===== src/rtl/jtsdram_ba0_arb_if.sv =====
// Requester-side and SDRAM bank-0 signals handled by jtsdram_ba0_arb.
// The arbiter takes the slave view; requesters together with the controller take the master view.
interface jtsdram_ba0_arb_if #(
  parameter int NREQ = 3,
  parameter int AW   = 22
);
  logic [NREQ-1:0]      req_rd;
  logic [NREQ-1:0]      req_wr;
  logic [NREQ*AW-1:0]   req_addr;
  logic [NREQ*16-1:0]   req_din;
  logic [NREQ*2-1:0]    req_din_m;
  logic [NREQ-1:0]      req_ack;
  logic [NREQ-1:0]      req_rdy;
  logic                 req_err;
  logic [15:0]          req_dout;

  logic [AW-1:0]        ba0_addr;
  logic                 ba0_rd;
  logic                 ba0_wr;
  logic [15:0]          ba0_din;
  logic [1:0]           ba0_din_m;
  logic                 ba0_ack;
  logic                 ba0_rdy;
  logic [31:0]          data_read;

  modport slave (
    input  req_rd, req_wr, req_addr, req_din, req_din_m,
    output req_ack, req_rdy, req_err, req_dout,
    output ba0_addr, ba0_rd, ba0_wr, ba0_din, ba0_din_m,
    input  ba0_ack, ba0_rdy, data_read
  );

  modport master (
    output req_rd, req_wr, req_addr, req_din, req_din_m,
    input  req_ack, req_rdy, req_err, req_dout,
    input  ba0_addr, ba0_rd, ba0_wr, ba0_din, ba0_din_m,
    output ba0_ack, ba0_rdy, data_read
  );
endinterface


===== src/rtl/jtsdram_ba0_arb.sv =====
// Round-robin arbiter sharing the SDRAM bank-0 port among NREQ requesters, one
// rd/wr -> ack -> rdy transaction at a time, with a watchdog on each handshake phase.
module jtsdram_ba0_arb #(
  parameter int NREQ = 3,
  parameter int AW   = 22,
  parameter int TOUT = 255
) (
  input  logic             clk,
  input  logic             rst_n,
  jtsdram_ba0_arb_if.slave bus,
  output logic             busy,
  output logic             tout_flag
);
  localparam int PW = (NREQ > 2) ? 2 : 1;
  localparam int SW = PW + 1;

  typedef enum logic [1:0] {
    ST_IDLE = 2'd0,
    ST_REQ  = 2'd1,
    ST_WAIT = 2'd2,
    ST_DONE = 2'd3
  } state_t;

  state_t          state_r, state_nx;
  logic [PW-1:0]   ptr_r, g_r, gsel_s;
  logic [7:0]      cnt_r;
  logic            wr_r, err_pend_r;
  logic [NREQ-1:0] act_s;
  logic            any_s, tout_hit_s;
  logic            ld_s, clr_stb_s, ack_p_s, rdy_p_s, cap_s;
  logic            cnt_clr_s, cnt_inc_s, abort_s;

  logic [NREQ-1:0] req_ack_r, req_rdy_r;
  logic            req_err_r;
  logic [15:0]     req_dout_r;
  logic [AW-1:0]   ba0_addr_r;
  logic            ba0_rd_r, ba0_wr_r;
  logic [15:0]     ba0_din_r;
  logic [1:0]      ba0_din_m_r;
  logic            busy_r, tout_flag_r;
  logic            unused_s;

  function automatic logic [NREQ-1:0] onehot(input logic [PW-1:0] idx);
    logic [NREQ-1:0] v;
    v      = {NREQ{1'b0}};
    v[idx] = 1'b1;
    return v;
  endfunction

  assign unused_s   = ^bus.data_read[31:16];
  assign tout_hit_s = (cnt_r == 8'(TOUT));

  // Rotating priority: the active requester closest to ptr_r (in scan order) wins.
  always_comb begin
    logic [SW-1:0] sum_v;
    logic [PW-1:0] idx_v;
    act_s  = bus.req_rd | bus.req_wr;
    any_s  = |act_s;
    gsel_s = ptr_r;
    for (int i = NREQ - 1; i >= 0; i--) begin
      sum_v  = {1'b0, ptr_r} + SW'(i);
      sum_v  = (sum_v >= SW'(NREQ)) ? (sum_v - SW'(NREQ)) : sum_v;
      idx_v  = sum_v[PW-1:0];
      gsel_s = act_s[idx_v] ? idx_v : gsel_s;
    end
  end

  // Next state and per-cycle control strobes.
  always_comb begin
    state_nx  = state_r;
    ld_s      = 1'b0;
    clr_stb_s = 1'b0;
    ack_p_s   = 1'b0;
    rdy_p_s   = 1'b0;
    cap_s     = 1'b0;
    cnt_clr_s = 1'b0;
    cnt_inc_s = 1'b0;
    abort_s   = 1'b0;
    case (state_r)
      ST_IDLE: begin
        if (any_s) begin
          ld_s      = 1'b1;
          cnt_clr_s = 1'b1;
          state_nx  = ST_REQ;
        end else begin
          state_nx  = ST_IDLE;
        end
      end
      ST_REQ: begin
        if (bus.ba0_ack) begin
          clr_stb_s = 1'b1;
          ack_p_s   = 1'b1;
          cnt_clr_s = 1'b1;
          if (bus.ba0_rdy) begin
            // Ack and rdy together: the transaction is already finished.
            cap_s    = 1'b1;
            state_nx = ST_DONE;
          end else begin
            state_nx = ST_WAIT;
          end
        end else if (tout_hit_s) begin
          clr_stb_s = 1'b1;
          abort_s   = 1'b1;
          state_nx  = ST_DONE;
        end else begin
          cnt_inc_s = 1'b1;
        end
      end
      ST_WAIT: begin
        if (bus.ba0_rdy) begin
          cap_s     = 1'b1;
          state_nx  = ST_DONE;
        end else if (tout_hit_s) begin
          clr_stb_s = 1'b1;
          abort_s   = 1'b1;
          state_nx  = ST_DONE;
        end else begin
          cnt_inc_s = 1'b1;
        end
      end
      ST_DONE: begin
        rdy_p_s  = 1'b1;
        state_nx = ST_IDLE;
      end
      default: begin
        clr_stb_s = 1'b1;
        state_nx  = ST_IDLE;
      end
    endcase
  end

  // State register.
  always_ff @(posedge clk or negedge rst_n) begin
    if (!rst_n) begin
      state_r <= ST_IDLE;
    end else begin
      state_r <= state_nx;
    end
  end

  // Grant latch and bank-0 bus; address/data/mask hold their last value when idle.
  always_ff @(posedge clk or negedge rst_n) begin
    if (!rst_n) begin
      g_r         <= {PW{1'b0}};
      wr_r        <= 1'b0;
      ba0_addr_r  <= {AW{1'b0}};
      ba0_din_r   <= 16'h0000;
      ba0_din_m_r <= 2'b00;
      ba0_rd_r    <= 1'b0;
      ba0_wr_r    <= 1'b0;
    end else if (ld_s) begin
      g_r         <= gsel_s;
      wr_r        <= bus.req_wr[gsel_s];
      ba0_addr_r  <= bus.req_addr[gsel_s*AW +: AW];
      ba0_din_r   <= bus.req_din[gsel_s*16 +: 16];
      ba0_din_m_r <= bus.req_din_m[gsel_s*2 +: 2];
      ba0_rd_r    <= ~bus.req_wr[gsel_s];
      ba0_wr_r    <= bus.req_wr[gsel_s];
    end else if (clr_stb_s) begin
      ba0_rd_r    <= 1'b0;
      ba0_wr_r    <= 1'b0;
    end
  end

  // Watchdog counter, round-robin pointer and sticky/pending error state.
  always_ff @(posedge clk or negedge rst_n) begin
    if (!rst_n) begin
      cnt_r       <= 8'd0;
      ptr_r       <= {PW{1'b0}};
      err_pend_r  <= 1'b0;
      tout_flag_r <= 1'b0;
    end else begin
      if (cnt_clr_s) begin
        cnt_r <= 8'd0;
      end else if (cnt_inc_s) begin
        cnt_r <= cnt_r + 8'd1;
      end
      if (rdy_p_s) begin
        ptr_r <= (g_r == PW'(NREQ - 1)) ? {PW{1'b0}} : (g_r + PW'(1));
      end
      if (ld_s) begin
        err_pend_r <= 1'b0;
      end else if (abort_s) begin
        err_pend_r <= 1'b1;
      end
      tout_flag_r <= tout_flag_r | abort_s;
    end
  end

  // Requester-facing pulses, read data and busy.
  always_ff @(posedge clk or negedge rst_n) begin
    if (!rst_n) begin
      req_ack_r  <= {NREQ{1'b0}};
      req_rdy_r  <= {NREQ{1'b0}};
      req_err_r  <= 1'b0;
      req_dout_r <= 16'h0000;
      busy_r     <= 1'b0;
    end else begin
      req_ack_r <= ack_p_s ? onehot(g_r) : {NREQ{1'b0}};
      req_rdy_r <= rdy_p_s ? onehot(g_r) : {NREQ{1'b0}};
      req_err_r <= rdy_p_s & err_pend_r;
      if (cap_s && !wr_r) begin
        req_dout_r <= bus.data_read[15:0];
      end
      busy_r <= (state_nx != ST_IDLE);
    end
  end

  assign bus.req_ack   = req_ack_r;
  assign bus.req_rdy   = req_rdy_r;
  assign bus.req_err   = req_err_r;
  assign bus.req_dout  = req_dout_r;
  assign bus.ba0_addr  = ba0_addr_r;
  assign bus.ba0_rd    = ba0_rd_r;
  assign bus.ba0_wr    = ba0_wr_r;
  assign bus.ba0_din   = ba0_din_r;
  assign bus.ba0_din_m = ba0_din_m_r;
  assign busy          = busy_r;
  assign tout_flag     = tout_flag_r;
endmodule


===== src/flat_wrapper.sv =====
// flat-port wrapper written by rule: the top's interface ports become plain ports
module jtsdram_ba0_arb_flat 
#(
  parameter int NREQ = 3,
  parameter int AW   = 22,
  parameter int TOUT = 255
)
  (clk, rst_n, busy, tout_flag, bus_req_rd, bus_req_wr, bus_req_addr, bus_req_din, bus_req_din_m, bus_req_ack, bus_req_rdy, bus_req_err, bus_req_dout, bus_ba0_addr, bus_ba0_rd, bus_ba0_wr, bus_ba0_din, bus_ba0_din_m, bus_ba0_ack, bus_ba0_rdy, bus_data_read);
  jtsdram_ba0_arb_if #(.NREQ(NREQ), .AW(AW)) bus_i ();
  input  logic clk;
  input  logic rst_n;
  output logic busy;
  output logic tout_flag;
  input wire logic [$bits(bus_i.req_rd)-1:0] bus_req_rd;
  input wire logic [$bits(bus_i.req_wr)-1:0] bus_req_wr;
  input wire logic [$bits(bus_i.req_addr)-1:0] bus_req_addr;
  input wire logic [$bits(bus_i.req_din)-1:0] bus_req_din;
  input wire logic [$bits(bus_i.req_din_m)-1:0] bus_req_din_m;
  output wire logic [$bits(bus_i.req_ack)-1:0] bus_req_ack;
  output wire logic [$bits(bus_i.req_rdy)-1:0] bus_req_rdy;
  output wire logic [$bits(bus_i.req_err)-1:0] bus_req_err;
  output wire logic [$bits(bus_i.req_dout)-1:0] bus_req_dout;
  output wire logic [$bits(bus_i.ba0_addr)-1:0] bus_ba0_addr;
  output wire logic [$bits(bus_i.ba0_rd)-1:0] bus_ba0_rd;
  output wire logic [$bits(bus_i.ba0_wr)-1:0] bus_ba0_wr;
  output wire logic [$bits(bus_i.ba0_din)-1:0] bus_ba0_din;
  output wire logic [$bits(bus_i.ba0_din_m)-1:0] bus_ba0_din_m;
  input wire logic [$bits(bus_i.ba0_ack)-1:0] bus_ba0_ack;
  input wire logic [$bits(bus_i.ba0_rdy)-1:0] bus_ba0_rdy;
  input wire logic [$bits(bus_i.data_read)-1:0] bus_data_read;
  assign bus_i.req_rd = bus_req_rd;
  assign bus_i.req_wr = bus_req_wr;
  assign bus_i.req_addr = bus_req_addr;
  assign bus_i.req_din = bus_req_din;
  assign bus_i.req_din_m = bus_req_din_m;
  assign bus_req_ack = bus_i.req_ack;
  assign bus_req_rdy = bus_i.req_rdy;
  assign bus_req_err = bus_i.req_err;
  assign bus_req_dout = bus_i.req_dout;
  assign bus_ba0_addr = bus_i.ba0_addr;
  assign bus_ba0_rd = bus_i.ba0_rd;
  assign bus_ba0_wr = bus_i.ba0_wr;
  assign bus_ba0_din = bus_i.ba0_din;
  assign bus_ba0_din_m = bus_i.ba0_din_m;
  assign bus_i.ba0_ack = bus_ba0_ack;
  assign bus_i.ba0_rdy = bus_ba0_rdy;
  assign bus_i.data_read = bus_data_read;
  jtsdram_ba0_arb #(.NREQ(NREQ), .AW(AW), .TOUT(TOUT)) u_core (.clk(clk), .rst_n(rst_n), .bus(bus_i), .busy(busy), .tout_flag(tout_flag));
endmodule

===== config.mk =====
export PLATFORM = sky130hd
export DESIGN_NAME = jtsdram_ba0_arb_flat
export DESIGN_NICKNAME = d
export VERILOG_FILES = /design/src/rtl/jtsdram_ba0_arb_if.sv /design/src/rtl/jtsdram_ba0_arb.sv /design/src/flat_wrapper.sv
export SDC_FILE = /design/constraint.sdc
export NUM_CORES = 1
export LEC_CHECK = 0
export BUFFER_PORTS_ARGS = -buffer_cell sky130_fd_sc_hd__buf_2
export CAP_MARGIN = 10
export CORE_UTILIZATION = 40
export CTS_BUF_LIST = sky130_fd_sc_hd__clkbuf_4 sky130_fd_sc_hd__clkbuf_8 sky130_fd_sc_hd__clkbuf_16
export DETAILED_ROUTE_END_ITERATION = 6
export PLACE_DENSITY_LB_ADDON = 0.08
export SLEW_MARGIN = 20
export SYNTH_ARGS = -nofsm -noshare
export SYNTH_HDL_FRONTEND = slang
export SYNTH_SLANG_ARGS = --single-unit

===== constraint.sdc =====
create_clock -name clk -period 6.45 [get_ports clk]
set_clock_uncertainty 0.2 [all_clocks]
set_input_delay 0.645 -clock clk [delete_from_list [all_inputs] [get_ports clk]]
set_output_delay 0.645 -clock clk [all_outputs]
set_load 0.02 [all_outputs]

==> report_table.html <==
<table>
<tr><th>Metric</th><th>Value</th></tr>
<tr><th colspan="2">Synthesis</th></tr>
<tr><td>Synth cell types</td><td>51</td></tr>
<tr><td>Dominant cell type by area after synthesis</td><td>dfrtp_1</td></tr>
<tr><td>Cell types occupying the most area after synthesis</td><td>dfrtp_1 46%, o221ai_2 13%, mux2i_1 9.3%</td></tr>
<tr><td>Most frequent cell after synthesis</td><td>dfrtp_1</td></tr>
<tr><td>Syn. warnings</td><td>0</td></tr>
<tr><td>Most instantiated flip-flop cell in the synthesis netlist</td><td>dfrtp_1</td></tr>
<tr><td>Synth Instances</td><td>391</td></tr>
<tr><td>Number of storage elements in the synthesis netlist</td><td>83</td></tr>
<tr><td>Share of the synthesized area in the top cell type</td><td>0.460</td></tr>
<tr><td>Netlist area before placement</td><td>0.00452 mm²</td></tr>
<tr><td>Ranking of synthesized cells by instance count</td><td>83 x dfrtp_1, 53 x nand2_1, 45 x inv_1</td></tr>
<tr><td>Post-synth ARST share</td><td>1.00</td></tr>
<tr><td>Net count after synthesis</td><td>562</td></tr>
<tr><td>Mean area per synthesized cell</td><td>11.6 µm²</td></tr>
<tr><td>Number of flops mapped to enable cells by yosys</td><td>0</td></tr>
<tr><td>Sequential area share after synthesis</td><td>0.460</td></tr>
<tr><th colspan="2">Finish</th></tr>
<tr><td>Area added between synthesis and finish</td><td>33.3%</td></tr>
<tr><td>Non-filler instance count after layout</td><td>742</td></tr>
<tr><td>Filler Cells Inserted</td><td>1,007</td></tr>
<tr><td>Post-layout utilization of the core</td><td>0.550</td></tr>
<tr><td>Final antenna diode count</td><td>0</td></tr>
<tr><td>NumNets Final</td><td>768</td></tr>
<tr><td>Layout cell share with drive strength beyond 1</td><td>0.503</td></tr>
<tr><th colspan="2">Routing</th></tr>
<tr><td>Pre-antenna DRT Iters</td><td>4</td></tr>
<tr><td>Routed wirelength normalized by instance count</td><td>15.4 µm</td></tr>
<tr><td>Drt first-iter violations</td><td>133</td></tr>
<tr><td>Total via count in the routed design</td><td>3,720</td></tr>
<tr><td>Detailed Route WL</td><td>11,500 µm</td></tr>
<tr><td>Post-detailed-route DRC marker count</td><td>0</td></tr>
<tr><td>Post-detailed-route via-to-cell ratio</td><td>5.01</td></tr>
<tr><td>Antenna Violating Nets Remaining</td><td>0</td></tr>
<tr><th colspan="2">Clock network</th></tr>
<tr><td>Post-CTS sizing</td><td>0</td></tr>
<tr><td>Maximum number of buffers from clock root to sink</td><td>2</td></tr>
<tr><td>TritonCTS clock tree</td><td>done</td></tr>
<tr><td>TritonCTS Sinks</td><td>83</td></tr>
<tr><td>Num CTS Buffers</td><td>9</td></tr>
<tr><td>Clock slew at reported path FFs</td><td>0.06 ns</td></tr>
<tr><td>Hold-fix buffers at CTS</td><td>0</td></tr>
<tr><td>Clock root buffer</td><td>clkbuf_16</td></tr>
<tr><td>CTS HTree Levels</td><td>3</td></tr>
<tr><td>Insertion delay to the later sink of the worst-skew pair</td><td>0.33 ns</td></tr>
<tr><td>Number of post-CTS setup repair buffers</td><td>0</td></tr>
<tr><th colspan="2">Critical path</th></tr>
<tr><td>Crit Path Category</td><td>reg2reg</td></tr>
<tr><td>Crit path capture type</td><td>register</td></tr>
<tr><td>Data arrival time of the critical path</td><td>3.65 ns</td></tr>
<tr><td>Data required time at the worst endpoint</td><td>6.43 ns</td></tr>
<tr><td>Launching element type of the critical path</td><td>register</td></tr>
<tr><td>Maximum net fanout on the critical path</td><td>23</td></tr>
<tr><th colspan="2">Place</th></tr>
<tr><td>IO Port Bufs</td><td>212</td></tr>
<tr><td>Detailed placement HPWL</td><td>8580 µm</td></tr>
<tr><td>Final weighted congestion in routability-driven placement</td><td>0.798</td></tr>
<tr><td>Placed Instances</td><td>726</td></tr>
<tr><th colspan="2">Floorplan</th></tr>
<tr><td>Floorplan die area</td><td>0.0117 mm²</td></tr>
<tr><td>Floorplan row count</td><td>38</td></tr>
<tr><td>IO Pins</td><td>229</td></tr>
<tr><td>Starting density of the core</td><td>0.413</td></tr>
<tr><td>Width of the chip</td><td>108 µm</td></tr>
<tr><td>Area of the core region</td><td>0.0109 mm²</td></tr>
<tr><td>Chip Height</td><td>108 µm</td></tr>
<tr><th colspan="2">Timing</th></tr>
<tr><td>Sum Neg Setup Slack</td><td>0 ns</td></tr>
<tr><td>Normalized max-slew margin</td><td>0.269</td></tr>
<tr><td>RSZ-0062 raised after global routing</td><td>false</td></tr>
<tr><td>Transition time at the pin with the least slew margin</td><td>1.07 ns</td></tr>
<tr><td>Final hold violations</td><td>0</td></tr>
<tr><td>FMAX</td><td>273 MHz</td></tr>
<tr><td>Pins Over Slew Limit</td><td>0</td></tr>
<tr><td>Share of the clock period used by the worst path</td><td>0.568</td></tr>
<tr><td>Final Critical Period</td><td>3.66 ns</td></tr>
<tr><td>Setup-failing EPs final</td><td>0</td></tr>
<tr><th colspan="2">GRT</th></tr>
<tr><td>Largest net degree at the start of global routing</td><td>50</td></tr>
<tr><td>First-pass GRT wire length</td><td>18,200 µm</td></tr>
<tr><td>All-Layer GR Usage</td><td>0.203</td></tr>
<tr><td>GR Overflow Total</td><td>0</td></tr>
<tr><td>Number of antenna violations at the first check in global routing</td><td>0</td></tr>
<tr><td>Vias in the first global route</td><td>3,651</td></tr>
<tr><th colspan="2">Flow run</th></tr>
<tr><td>Total of max-cap violations</td><td>0</td></tr>
<tr><th colspan="2">Power</th></tr>
<tr><td>Power per cell area</td><td>529 mW/mm²</td></tr>
<tr><td>Design Power</td><td>0.00318 W</td></tr>
<tr><td>Maximum resistive drop on vdd</td><td>0.000226 V</td></tr>
<tr><td>Static power due to leakage</td><td>3.19 nW</td></tr>
<tr><th colspan="2">Status</th></tr>
<tr><td>Status</td><td>finished clean</td></tr>
<tr><th colspan="2">Hold path</th></tr>
<tr><td>Class of the most critical hold timing path</td><td>in2async</td></tr>
</table>
-- through the flow --
step	hold slack (ns)	worst slack, ns	instance area [µm²]
floorplan	0.149	3.82	4520
global placement	0.256	2.74	5660
detailed placement	0.265	2.70	5660
CTS	0.0714	2.76	6020
global route	0.0990	2.53	6020
finish	0.0555	2.79	6020
-- critical path: stages (launching register included) --
cell and delay (ns):
dfrtp_1 0.38, inv_1 0.09, ha_1 0.41, nor3_1 0.09, a211oi_1 0.45, nor3_1 0.18, a2bb2oi_4 0.76, buf_4 0.48
mux2i_1 0.33, o221ai_2 0.12
-- cell type report --
cell class	count	area, µm²	area share
clock buffers	12	267	0.0443
clock inverters	4	95.1	0.0158
well taps	140	175	0.0291
multi-input cells	242	2140	0.356
inverters	45	169	0.0281
flip-flops and latches	83	2080	0.345
repair buffers	216	1090	0.182
-- sequential cells by signal (all words and copies together) (netlist names), 2 cells and up --
| register | flops |
|---|---|
| u_core.bus.ba0_addr | 22 |
| u_core.bus.ba0_din | 16 |
| u_core.bus.req_dout | 16 |
| u_core.cnt_r | 8 |
| u_core.bus.req_ack | 3 |
| u_core.bus.req_rdy | 3 |
| u_core.bus.ba0_din_m | 2 |
| u_core.g_r | 2 |
| u_core.ptr_r | 2 |
| u_core.state_r | 2 |
-- cell families after synthesis --
kind of cell	share of synthesized area
compound gates	0.181
xor+xnor	0.0136
fa+ha+maj	0.0249
buf+inv	0.0726
flops	0.460
mux	0.135
simple gates	0.113
-- worst paths after layout --
kind / start / to / slack, ns / cells after the start
worst max-delay path: u_core.ptr_r[0] / u_core.bus.ba0_din[9] / 2.79 / 9
worst min-delay path: rst_n / u_core.tout_flag / 0.06 / 1
worst max register to register: u_core.ptr_r[0] / u_core.bus.ba0_din[9] / 2.79 / 9
worst min register to register: u_core.bus.ba0_addr[18] / u_core.bus.ba0_addr[18] / 0.28 / 2
max in group asynchronous: rst_n / u_core.cnt_r[5] / 5.01 / 2
min in group clk: u_core.bus.ba0_addr[18] / u_core.bus.ba0_addr[18] / 0.28 / 2
-- cells in the final DEF, fill, tap and decap left out, types with 2 or more instances in the layout --
cell and instances:
nand2_1 52, nor3b_1 4, o221ai_2 40, clkbuf_16 9, o21a_1 2, and4_1 3
inv_1 45, nand3_1 4, o21bai_1 2, mux2_2 17, and2_1 2, nor2_1 13
dfrtp_1 83, buf_2 211, xor2_1 3, buf_4 5, nor3_2 2, o211ai_1 2
a211oi_1 3, clkbuf_8 3, o21ai_0 3, nor4_1 2, nor2b_1 2, or2_2 2
bufinv_16 3, mux2i_1 42, xnor2_1 4, ha_1 9, and3b_1 2, nor3_1 5
-- where the power goes --
part | total [W] | leakage (nW) | internal, W | switching [W]
combinational | 0.00172 | 1.97 | 0.000692 | 0.00103
clock | 0.000610 | 0.179 | 0.000409 | 0.000201
sequential | 0.000856 | 1.05 | 0.000742 | 0.000114
total | 0.00318 | 3.19 | 0.00184 | 0.00134
-- routing by layer --
layer  routed length (µm)  part of all wire  GRT usage
met1                 4860              0.42      0.251
met2                 5860              0.51      0.350
met3                  560             0.049     0.0380
met4                  177             0.015     0.0753
met5                    0                 0          0
Power figures use the tool's default switching activity.
